[config.mk]
export PLATFORM = sky130hd
export DESIGN_NAME = time_set_ctrl
export DESIGN_NICKNAME = d
export VERILOG_FILES = /design/src/rtl/rtc_pkg.sv /design/src/rtl/bin2bcd6.sv /design/src/rtl/time_set_ctrl.sv
export SDC_FILE = /design/constraint.sdc
export NUM_CORES = 1
export LEC_CHECK = 0
export ABC_AREA = 1
export CAP_MARGIN = 20
export CORE_ASPECT_RATIO = 2
export CORE_UTILIZATION = 46
export CTS_BUF_LIST = sky130_fd_sc_hd__clkbuf_4 sky130_fd_sc_hd__clkbuf_8 sky130_fd_sc_hd__clkbuf_16
export CTS_CLUSTER_SIZE = 28
export DETAILED_ROUTE_END_ITERATION = 8
export PLACE_DENSITY_LB_ADDON = 0.25
export SETUP_SLACK_MARGIN = 0.15
export SYNTH_ARGS = -nofsm -noshare
export SYNTH_HDL_FRONTEND = slang
export SYNTH_SLANG_ARGS = --single-unit
[constraint.sdc]
create_clock -name clk -period 2.2 [get_ports clk]
set_input_delay 0.44 -clock clk [delete_from_list [all_inputs] [get_ports clk]]
set_output_delay 0.44 -clock clk [all_outputs]
set_load 0.05 [all_outputs]
[src/rtl/rtc_pkg.sv]
// Shared definitions for the RTC time-edit path: FSM states, field selects,
// register addresses and the field wrap helpers.
package rtc_pkg;

  typedef enum logic [2:0] {
    ST_IDLE,
    ST_EDIT,
    ST_WR_SEC,
    ST_GAP_MIN,
    ST_WR_MIN,
    ST_GAP_HR,
    ST_WR_HR,
    ST_FIN
  } state_t;

  typedef enum logic [1:0] {
    FIELD_SEC = 2'd0,
    FIELD_MIN = 2'd1,
    FIELD_HR  = 2'd2
  } field_t;

  localparam logic [7:0] RTC_SEC_ADDR = 8'h21;
  localparam logic [7:0] RTC_MIN_ADDR = 8'h22;
  localparam logic [7:0] RTC_HR_ADDR  = 8'h23;

  localparam logic [5:0] MAX_SEC = 6'd59;
  localparam logic [4:0] MAX_HR  = 5'd23;

  // One up/down step with wrap at both ends of 0..max_v.
  function automatic logic [5:0] wrap_step(input logic [5:0] v,
                                           input logic [5:0] max_v,
                                           input logic       up);
    if (up) return (v == max_v) ? 6'd0 : v + 6'd1;
    else    return (v == 6'd0)  ? max_v : v - 6'd1;
  endfunction

  function automatic field_t next_field(input field_t f);
    unique case (f)
      FIELD_SEC: return FIELD_MIN;
      FIELD_MIN: return FIELD_HR;
      default:   return FIELD_SEC;
    endcase
  endfunction

endpackage

[src/rtl/bin2bcd6.sv]
// Combinational 6-bit binary (0..63) to packed two-digit BCD {tens, ones}.
module bin2bcd6 (
  input  logic [5:0] bin,
  output logic [7:0] bcd
);

  logic [3:0] tens;
  logic [3:0] base_lo;

  // NOTE: every variable assigned in always_comb gets a default first so no
  // path leaves it unassigned, which would otherwise infer a latch.
  always_comb begin
    tens    = 4'd0;
    base_lo = 4'd0;
    if (bin >= 6'd60) begin
      tens = 4'd6; base_lo = 4'hC;
    end else if (bin >= 6'd50) begin
      tens = 4'd5; base_lo = 4'h2;
    end else if (bin >= 6'd40) begin
      tens = 4'd4; base_lo = 4'h8;
    end else if (bin >= 6'd30) begin
      tens = 4'd3; base_lo = 4'hE;
    end else if (bin >= 6'd20) begin
      tens = 4'd2; base_lo = 4'h4;
    end else if (bin >= 6'd10) begin
      tens = 4'd1; base_lo = 4'hA;
    end
  end

  // ones = bin - 10*tens always lies in 0..9, so the low nibbles of the
  // operands (base_lo = low nibble of 10*tens) yield it exactly modulo 16.
  assign bcd = {tens, bin[3:0] - base_lo};

endmodule

[src/rtl/time_set_ctrl.sv]
// Time-edit controller: captures the running time, lets the user step one field
// at a time, then commits sec/min/hr to the RTC as packed BCD over req/ack.
module time_set_ctrl
  import rtc_pkg::*;
#(
  parameter logic [7:0] SEC_ADDR = RTC_SEC_ADDR,
  parameter logic [7:0] MIN_ADDR = RTC_MIN_ADDR,
  parameter logic [7:0] HR_ADDR  = RTC_HR_ADDR
) (
  input  logic       clk,
  input  logic       reset,
  input  logic       btn_edit,
  input  logic       btn_next,
  input  logic       btn_up,
  input  logic       btn_down,
  input  logic [5:0] cur_sec,
  input  logic [5:0] cur_min,
  input  logic [4:0] cur_hr,
  input  logic       wr_ack,
  output logic       edit_active,
  output logic [1:0] field_sel,
  output logic [5:0] edit_sec,
  output logic [5:0] edit_min,
  output logic [4:0] edit_hr,
  output logic       wr_req,
  output logic [7:0] wr_addr,
  output logic [7:0] wr_data,
  output logic       done
);

  state_t     state;
  field_t     sel;
  logic [5:0] bcd_in;
  logic [7:0] bcd;

  assign field_sel = sel;

  // The converter sees the field about to be written on the next edge.
  always_comb begin
    bcd_in = edit_sec;
    unique case (state)
      ST_GAP_MIN: bcd_in = edit_min;
      ST_GAP_HR:  bcd_in = {1'b0, edit_hr};
      default:    bcd_in = edit_sec;
    endcase
  end

  bin2bcd6 u_bin2bcd6 (
    .bin (bcd_in),
    .bcd (bcd)
  );

  // NOTE: sequential state uses non-blocking assignments only, so every
  // register samples pre-edge values regardless of statement order.
  always_ff @(posedge clk) begin
    if (reset) begin
      state       <= ST_IDLE;
      sel         <= FIELD_SEC;
      edit_active <= 1'b0;
      edit_sec    <= '0;
      edit_min    <= '0;
      edit_hr     <= '0;
      wr_req      <= 1'b0;
      wr_addr     <= '0;
      wr_data     <= '0;
      done        <= 1'b0;
    end else begin
      done <= 1'b0;
      unique case (state)
        ST_IDLE: begin
          if (btn_edit) begin
            edit_sec    <= cur_sec;
            edit_min    <= cur_min;
            edit_hr     <= cur_hr;
            sel         <= FIELD_SEC;
            edit_active <= 1'b1;
            state       <= ST_EDIT;
          end
        end

        ST_EDIT: begin
          if (btn_edit) begin
            wr_req  <= 1'b1;
            wr_addr <= SEC_ADDR;
            wr_data <= bcd;
            state   <= ST_WR_SEC;
          end else if (btn_next) begin
            sel <= next_field(sel);
          end else if (btn_up ^ btn_down) begin
            unique case (sel)
              FIELD_SEC: edit_sec <= wrap_step(edit_sec, MAX_SEC, btn_up);
              FIELD_MIN: edit_min <= wrap_step(edit_min, MAX_SEC, btn_up);
              FIELD_HR:  edit_hr  <= 5'(wrap_step({1'b0, edit_hr}, {1'b0, MAX_HR}, btn_up));
              default:   sel      <= FIELD_SEC;
            endcase
          end
        end

        ST_WR_SEC: begin
          if (wr_ack) begin
            wr_req <= 1'b0;
            state  <= ST_GAP_MIN;
          end
        end

        ST_GAP_MIN: begin
          wr_req  <= 1'b1;
          wr_addr <= MIN_ADDR;
          wr_data <= bcd;
          state   <= ST_WR_MIN;
        end

        ST_WR_MIN: begin
          if (wr_ack) begin
            wr_req <= 1'b0;
            state  <= ST_GAP_HR;
          end
        end

        ST_GAP_HR: begin
          wr_req  <= 1'b1;
          wr_addr <= HR_ADDR;
          wr_data <= bcd;
          state   <= ST_WR_HR;
        end

        ST_WR_HR: begin
          if (wr_ack) begin
            wr_req <= 1'b0;
            done   <= 1'b1;
            state  <= ST_FIN;
          end
        end

        ST_FIN: begin
          edit_active <= 1'b0;
          state       <= ST_IDLE;
        end

        default: state <= ST_IDLE;
      endcase
    end
  end

endmodule

* Word level (Yosys, flattened, before mapping)
Cells that the tools add are included.
** Cells by class
- Bitwise operators :: 2
- Add/sub/neg operators :: 7
- Magnitude comparators :: 6
- Equality and inequality tests :: 26
- Mux-type cells :: 62
- Reductions and logical operators :: 23
** Operator list (count)
- two-way mux 6 bit :: 16
- two-way mux 4 bit :: 11
- two-way mux 5 bit :: 8
- case mux 6 bit (2 select lines) :: 3
- case mux 3 bit (8 select lines) :: 1
- case mux 8 bit (3 select lines) :: 1
- greater-or-equal comparator 6 bit, second input constant :: 3
- != test 2 bit, second input constant :: 9
- AND reduction 6 bit :: 3
- two-way mux 8 bit :: 2
- case mux 8 bit (2 select lines) :: 1
- two-way mux 3 bit :: 5
- adder 6 x 1 -> 6 bit, second input constant :: 2
- equality test 3 bit, second input constant :: 4
- equality test 6 bit, second input constant :: 2
- greater-or-equal comparator 6 x 5 -> 1 bit, second input constant :: 2
- logical NOT 6 bit :: 2
- subtractor 6 x 1 -> 6 bit, second input constant :: 2
- two-way mux 2 bit :: 5
- case mux 5 bit (2 select lines) :: 1
- AND reduction 5 bit :: 2
- case mux 2 bit (2 select lines) :: 2
- equality test 3 x 2 -> 1 bit, second input constant :: 2
- greater-or-equal comparator 6 x 4 -> 1 bit, second input constant :: 1
- 23 further kinds :: 36
** Storage, ports and cells
- Bits of input ports :: 24
- Output and inout port bits :: 38
- Register bits :: 41
- Logic and storage cells :: 136

* Longest topological paths before layout
- Depth after elaboration :: 12
- Depth in mapped cells :: 24
- Depth with buffers taken out :: 23

* Hierarchy
From an unflattened synthesis, not the netlist that was laid out.
** Unflattened totals
- Cell total of the unflattened synthesis :: 433
- Area total of the unflattened synthesis :: 2832.7 um2
** By module, submodules not included
- time_set_ctrl :: times used 1, area an instance 2631.3 um2, seq. area each 720.7 um2, cells an instance 394
- bin2bcd6 :: times used 1, area an instance 201.4 um2, seq. area each 0.0 um2, cells an instance 39

* Worst setup path before layout
No wires, ideal clock.
- Kind :: reg2reg
- Start :: register edit_sec[2]
- End :: register wr_data[3]
- Setup slack :: -0.201 ns
- Period minus slack after synthesis :: 2.401 ns
- Cell stages (with the launch flop) :: 21
- Data arrival time :: 2.279 ns
- Buffers on the path :: 1
- Cell sequence :: dfxtp_1 -> clkbuf_1 -> inv_1 -> nor2_1 -> nor2_2 -> nor2_1 -> a21oi_1 -> nand2_1 -> nand2_1 -> nand2_1 -> nand2_1 -> inv_1 -> ha_1 -> inv_1 -> ha_1 -> inv_1 -> nand2_1 -> inv_1 -> nand2_1 -> nand2_1 -> a21oi_2
** Between the ends
- Cells in the longest elaborated chain, start to end :: 11
- Elaborated cells on any way between the ends :: 16
- Classes of those cells :: 1 x add/sub; 6 x order compare; 9 x mux
** RTL lines
- from (decl) :: line time_set_ctrl.sv:22 : output logic [5:0] edit_sec,
- from (signal assigned) :: line time_set_ctrl.sv:72 : edit_sec <= cur_sec;
- from (signal assigned) :: line time_set_ctrl.sv:91 : FIELD_SEC: edit_sec <= wrap_step(edit_sec, MAX_SEC, btn_up);
- case mux 6 bit (2 select lines) (*) :: line time_set_ctrl.sv:41 : unique case (state)
- greater-or-equal comparator 6 x 4 -> 1 bit :: line bin2bcd6.sv:25 : end else if (bin >= 6'd10) begin
- two-way mux 4 bit :: line bin2bcd6.sv:25
- two-way mux 4 bit :: line bin2bcd6.sv:23 : end else if (bin >= 6'd20) begin
- two-way mux 4 bit :: line bin2bcd6.sv:21 : end else if (bin >= 6'd30) begin
- two-way mux 4 bit :: line bin2bcd6.sv:19 : end else if (bin >= 6'd40) begin
- two-way mux 4 bit :: line bin2bcd6.sv:17 : end else if (bin >= 6'd50) begin
- two-way mux 4 bit :: line bin2bcd6.sv:15 : if (bin >= 6'd60) begin
- subtractor 4 bit (*) :: line bin2bcd6.sv:32 : assign bcd = {tens, bin[3:0] - base_lo};
- two-way mux 8 bit :: line time_set_ctrl.sv:82 : if (btn_edit) begin
- case mux 8 bit (2 select lines) (*) :: line time_set_ctrl.sv:69 : unique case (state)
- to (signal assigned) :: line time_set_ctrl.sv:65 : wr_data <= '0;
- to (signal assigned) :: line time_set_ctrl.sv:85 : wr_data <= bcd;
- to (signal assigned) :: line time_set_ctrl.sv:109 : wr_data <= bcd;
- to (decl) :: line time_set_ctrl.sv:27 : output logic [7:0] wr_data,
Mark *: on every way between the ends. The rest lies on a longest branch, timed or not. The select of a mux whose other input is x is not followed.
A chain may end at the register's enable or synchronous reset.

* Worst setup path in the final report
- Start :: register state[2]
- End :: register wr_data[3]
** Between the ends
- Cells in the longest elaborated chain, start to end :: 12
- Elaborated cells on any way between the ends :: 23
- Classes of those cells :: 1 x add/sub; 6 x order compare; 4 x eq/ne; 9 x mux; 3 x reduce/logical
** RTL lines
- from (decl) :: line time_set_ctrl.sv:31 : state_t state;
- from (signal assigned) :: line time_set_ctrl.sv:57 : state <= ST_IDLE;
- from (signal assigned) :: line time_set_ctrl.sv:77 : state <= ST_EDIT;
- from (signal assigned) :: line time_set_ctrl.sv:86 : state <= ST_WR_SEC;
- equality test 3 bit / equality test 3 x 2 -> 1 bit (equally long branches) :: line time_set_ctrl.sv:41, time_set_ctrl.sv:69
- case mux 6 bit (2 select lines) :: line time_set_ctrl.sv:41
- greater-or-equal comparator 6 x 4 -> 1 bit :: line bin2bcd6.sv:25
- two-way mux 4 bit :: line bin2bcd6.sv:25
- two-way mux 4 bit :: line bin2bcd6.sv:23
- two-way mux 4 bit :: line bin2bcd6.sv:21
- two-way mux 4 bit :: line bin2bcd6.sv:19
- two-way mux 4 bit :: line bin2bcd6.sv:17
- two-way mux 4 bit :: line bin2bcd6.sv:15
- subtractor 4 bit :: line bin2bcd6.sv:32
- two-way mux 8 bit :: line time_set_ctrl.sv:82
- case mux 8 bit (2 select lines) :: line time_set_ctrl.sv:69
Parallel ways exist; a longest one is shown, timed or not. The select of a mux whose other input is x is not followed.

==> metrics.cfg <==
[outcome]
status = complete, but fails checks
violations = negative setup slack

[job]
maxCapViolations = 0

[critical_path]
crit_type = reg2reg
reg2reg_slack_ns = -0.14
cp-end-kind = flip-flop
cp_max_fo = 6
arrival_ns = 2.50
worstPathRequired_ns = 2.36
cp-start-kind = flip-flop
cp_slowest_stage_delay_ns = 0.33
path_cells = buf_12 > nand2_8 > nand2_4 > nor2_8 > nor2_4 > nor2_4 > nand2_1 > nand2_1 > nand2_1 > nand2_1 > nand2_1 > nand2_2 > nand2_2 > inv_2 > ha_4 > inv_2 > ha_4 > inv_2 > nand2_2 > inv_2 > nand2_2 > nand2_2 > a21oi_2
slowest_stage = dfxtp_2

[timing]
worst_hold_slack_ns = 0.4808
clock_skew_ns = 0.006959
hold_viol_final = 0
tns_ns = -0.1787
period_minus_slack_ns = 2.344
setup_viol = 2
slew_headroom_pct = 59.74
worstMarginPinSlew_ns = 0.6033
period_share_pct = 106.5
slew_viol_final = 0
rsz0062_at_grt = true
layout_setup_ws_ns = -0.1439
fmax_mhz = 426.6

[placed_design]
dpl-instance-area_sq_um = 3576
io_buffers = 55
dpl_worst_slack_ns = -0.1451
gp_congestion = 0.9188
hpwl_um = 6114
place_inst = 526

[grt]
gr-usage-met3_pct = 3.967
grt_max_degree = 20
grt_use_met1_pct = 27.85
grt_pass1_wl_um = 13390
grt_util_met2_pct = 51.37
grtUsageTotal_pct = 27.09
busiest_layer = met2
grt_overflow = 0
antenna_found_initial = 0
grt_pass1_vias = 2876

[power]
peakVddDrop_v = 0.0009439
cellPowerDensity_nw_per_um2 = 1137
power_frac_comb_pct = 60.8
switching_share_pct = 47.86
clockPowerShare_pct = 17.3
sequentialPowerShare_pct = 22.0
switching_power_mw = 2.116
p_total_mw = 4.420
power_leakage_nw = 1.720
p_int_mw = 2.305

[final_layout]
antennaDiodeCount = 0
stdcell_area_sq_um = 3886
instances_no_fill = 538
drive_gt1_share_pct = 27.46
nNetsFinal = 511
final_util_pct = 68.07
syn2layout_area_growth_pct = 42.28

[logic_synthesis]
synth_fa_ha_area_share_pct = 4.581
synth_compound_area_share_pct = 25.24
syn_area_sq_um = 2731
syn_area_per_cell_sq_um = 7.004
synth_top_family_by_area = simple AND/OR/NAND/NOR gates
synth_warnings = 0
synthCells = 390
synth_simple_gate_area_share_pct = 27.03
synth_xor_area_share_pct = 5.131
ys.flop_type = dfxtp_1
seq_area_frac_synth_pct = 25.65
synthMuxAreaShare_pct = 0
synthArstFlopShare_pct = 0
synth_seq_cells = 35
synth_edf_count = 0
ys_types = 46

[cts]
path_clk_slew_ns = 0.06
cts_buffers = 5
cts_sinks = 35
clock_latency_ns = 0.29
h-tree-depth = 2
hold_buffers = 0
clk_path_buf_depth = 2
cts_tree = yes
cts_root_buffer = clkbuf_16

[die]
row_count = 39
ios = 62
fp.dieArea_sq_um = 6268
start_util_pct = 47.84
fp.dieW_um = 56.49
die_height_um = 111.0
core_area_sq_um = 5709

[detailed_routing]
drtIter0Drc = 120
viasPerCell = 5.533
wl_per_cell_um = 15.13
drc = 0
drt_pass1_iterations = 4
vias = 2977
drtAntennaViolNets = 0
routed_wirelength_um = 8142

[worst_hold_path]
hold_path.class = reg2reg

==> power by group through the flow <==
stage,Combinational [mW],Clock (mW),Sequential (mW)
finish,2.69,0.763,0.971
global route,2.93,0.797,0.991
CTS,2.56,0.775,0.970
detailed placement,2.45,0,0.979
global placement,2.41,0,0.978
floorplan,1.30,0,1.37
==> cell usage after synthesis (6+ instances only) <==
library cell / number / area share [%]
dfxtp_1: 35 / 26
buf_4: 6 / 1.6
o21ai_0: 29 / 5.3
a21oi_1: 37 / 6.8
nand3_1: 21 / 3.8
nand4_1: 10 / 2.3
a31oi_1: 9 / 2.1
nor3_1: 6 / 1.1
nand2_1: 63 / 8.7
buf_2: 7 / 1.3
inv_1: 42 / 5.8
xor2_1: 15 / 4.8
a211oi_1: 7 / 1.9
clkbuf_1: 7 / 0.96
inv_2: 8 / 1.1
ha_1: 10 / 4.6
nor2_1: 20 / 2.7
==> worst paths after layout <==
path | from | cells after the start | to
max | state[2] | 23 | wr_data[3]
min | wr_addr[5] | 2 | wr_addr[5]
max reg2reg | state[2] | 23 | wr_data[3]
min reg2reg | wr_addr[5] | 2 | wr_addr[5]
==> repair_timing <==
item / 4_1_cts / 5_1_grt
pin swaps: 18 / 15
setup endpoints to repair: 3 / 21
buffers inserted: 3 / 2
resized for setup: 16 / 21
==> metal layers <==
metal / up-vias / routed length (um)
met2: 85 / 4780
met4: 0 / 204
met3: 14 / 304
met5: - / 0
met1: 1398 / 2851
li1: 1480 / -
==> worst max-delay path: cells and delay by family (launching register included) <==
family / cells / cell delay (ns)
DFF: 1 / 0.33
buffers and inverters: 5 / 0.32
and+or+nand+nor: 15 / 1.24
AOI/OAI and AO/OA: 1 / 0.04
adders and majority gates: 2 / 0.26
==> cell families (layout without fill, tap and decap cells) <==
| family | Yosys count | count (layout) |
|---|---|---|
| flip-flops | 35 | 35 |
| AO/OA/AOI/OAI | 110 | 110 |
| adder cells (fa/ha/maj) | 10 | 10 |
| other | 1 | 6 |
| buffers and inverters | 73 | 155 |
| AND/OR/NAND/NOR | 145 | 145 |
| XOR/XNOR | 16 | 16 |
==> flip-flops by register name, summed over array words and instances, names as in the netlist <==
signal / flops
edit_min: 6
edit_active: 1
wr_req: 1
state: 3
done: 1
field_sel: 2
edit_hr: 5
wr_addr: 3
wr_data: 7
edit_sec: 6
==> final cells by class <==
class / instances / area (sq um)
inverters: 51 / 196.4
clock buffers: 7 / 157.7
repair buffers: 97 / 887.1
multi-input cells: 287 / 1843
well taps: 61 / 76.32
fillers: 509 / 1823
flip-flops and latches: 35 / 725.7
==> placed cells by master (no fill, tap or decap), drive strengths merged, types with 2 or more instances in the layout <==
cell type and n:
xor2 15, inv 50, clkbuf 7, o211ai 3
dlymetal6s2s 4, nor3 6, nand4 10, dfxtp 35
o21ai 37, ha 10, nor2 31, a31oi 10
conb 6, clkdlybuf4s50 50, o221ai 2, nand2 70
nand3 24, buf 42, or2 2, a21oi 42
a211oi 11
Power figures use the tool's default switching activity.
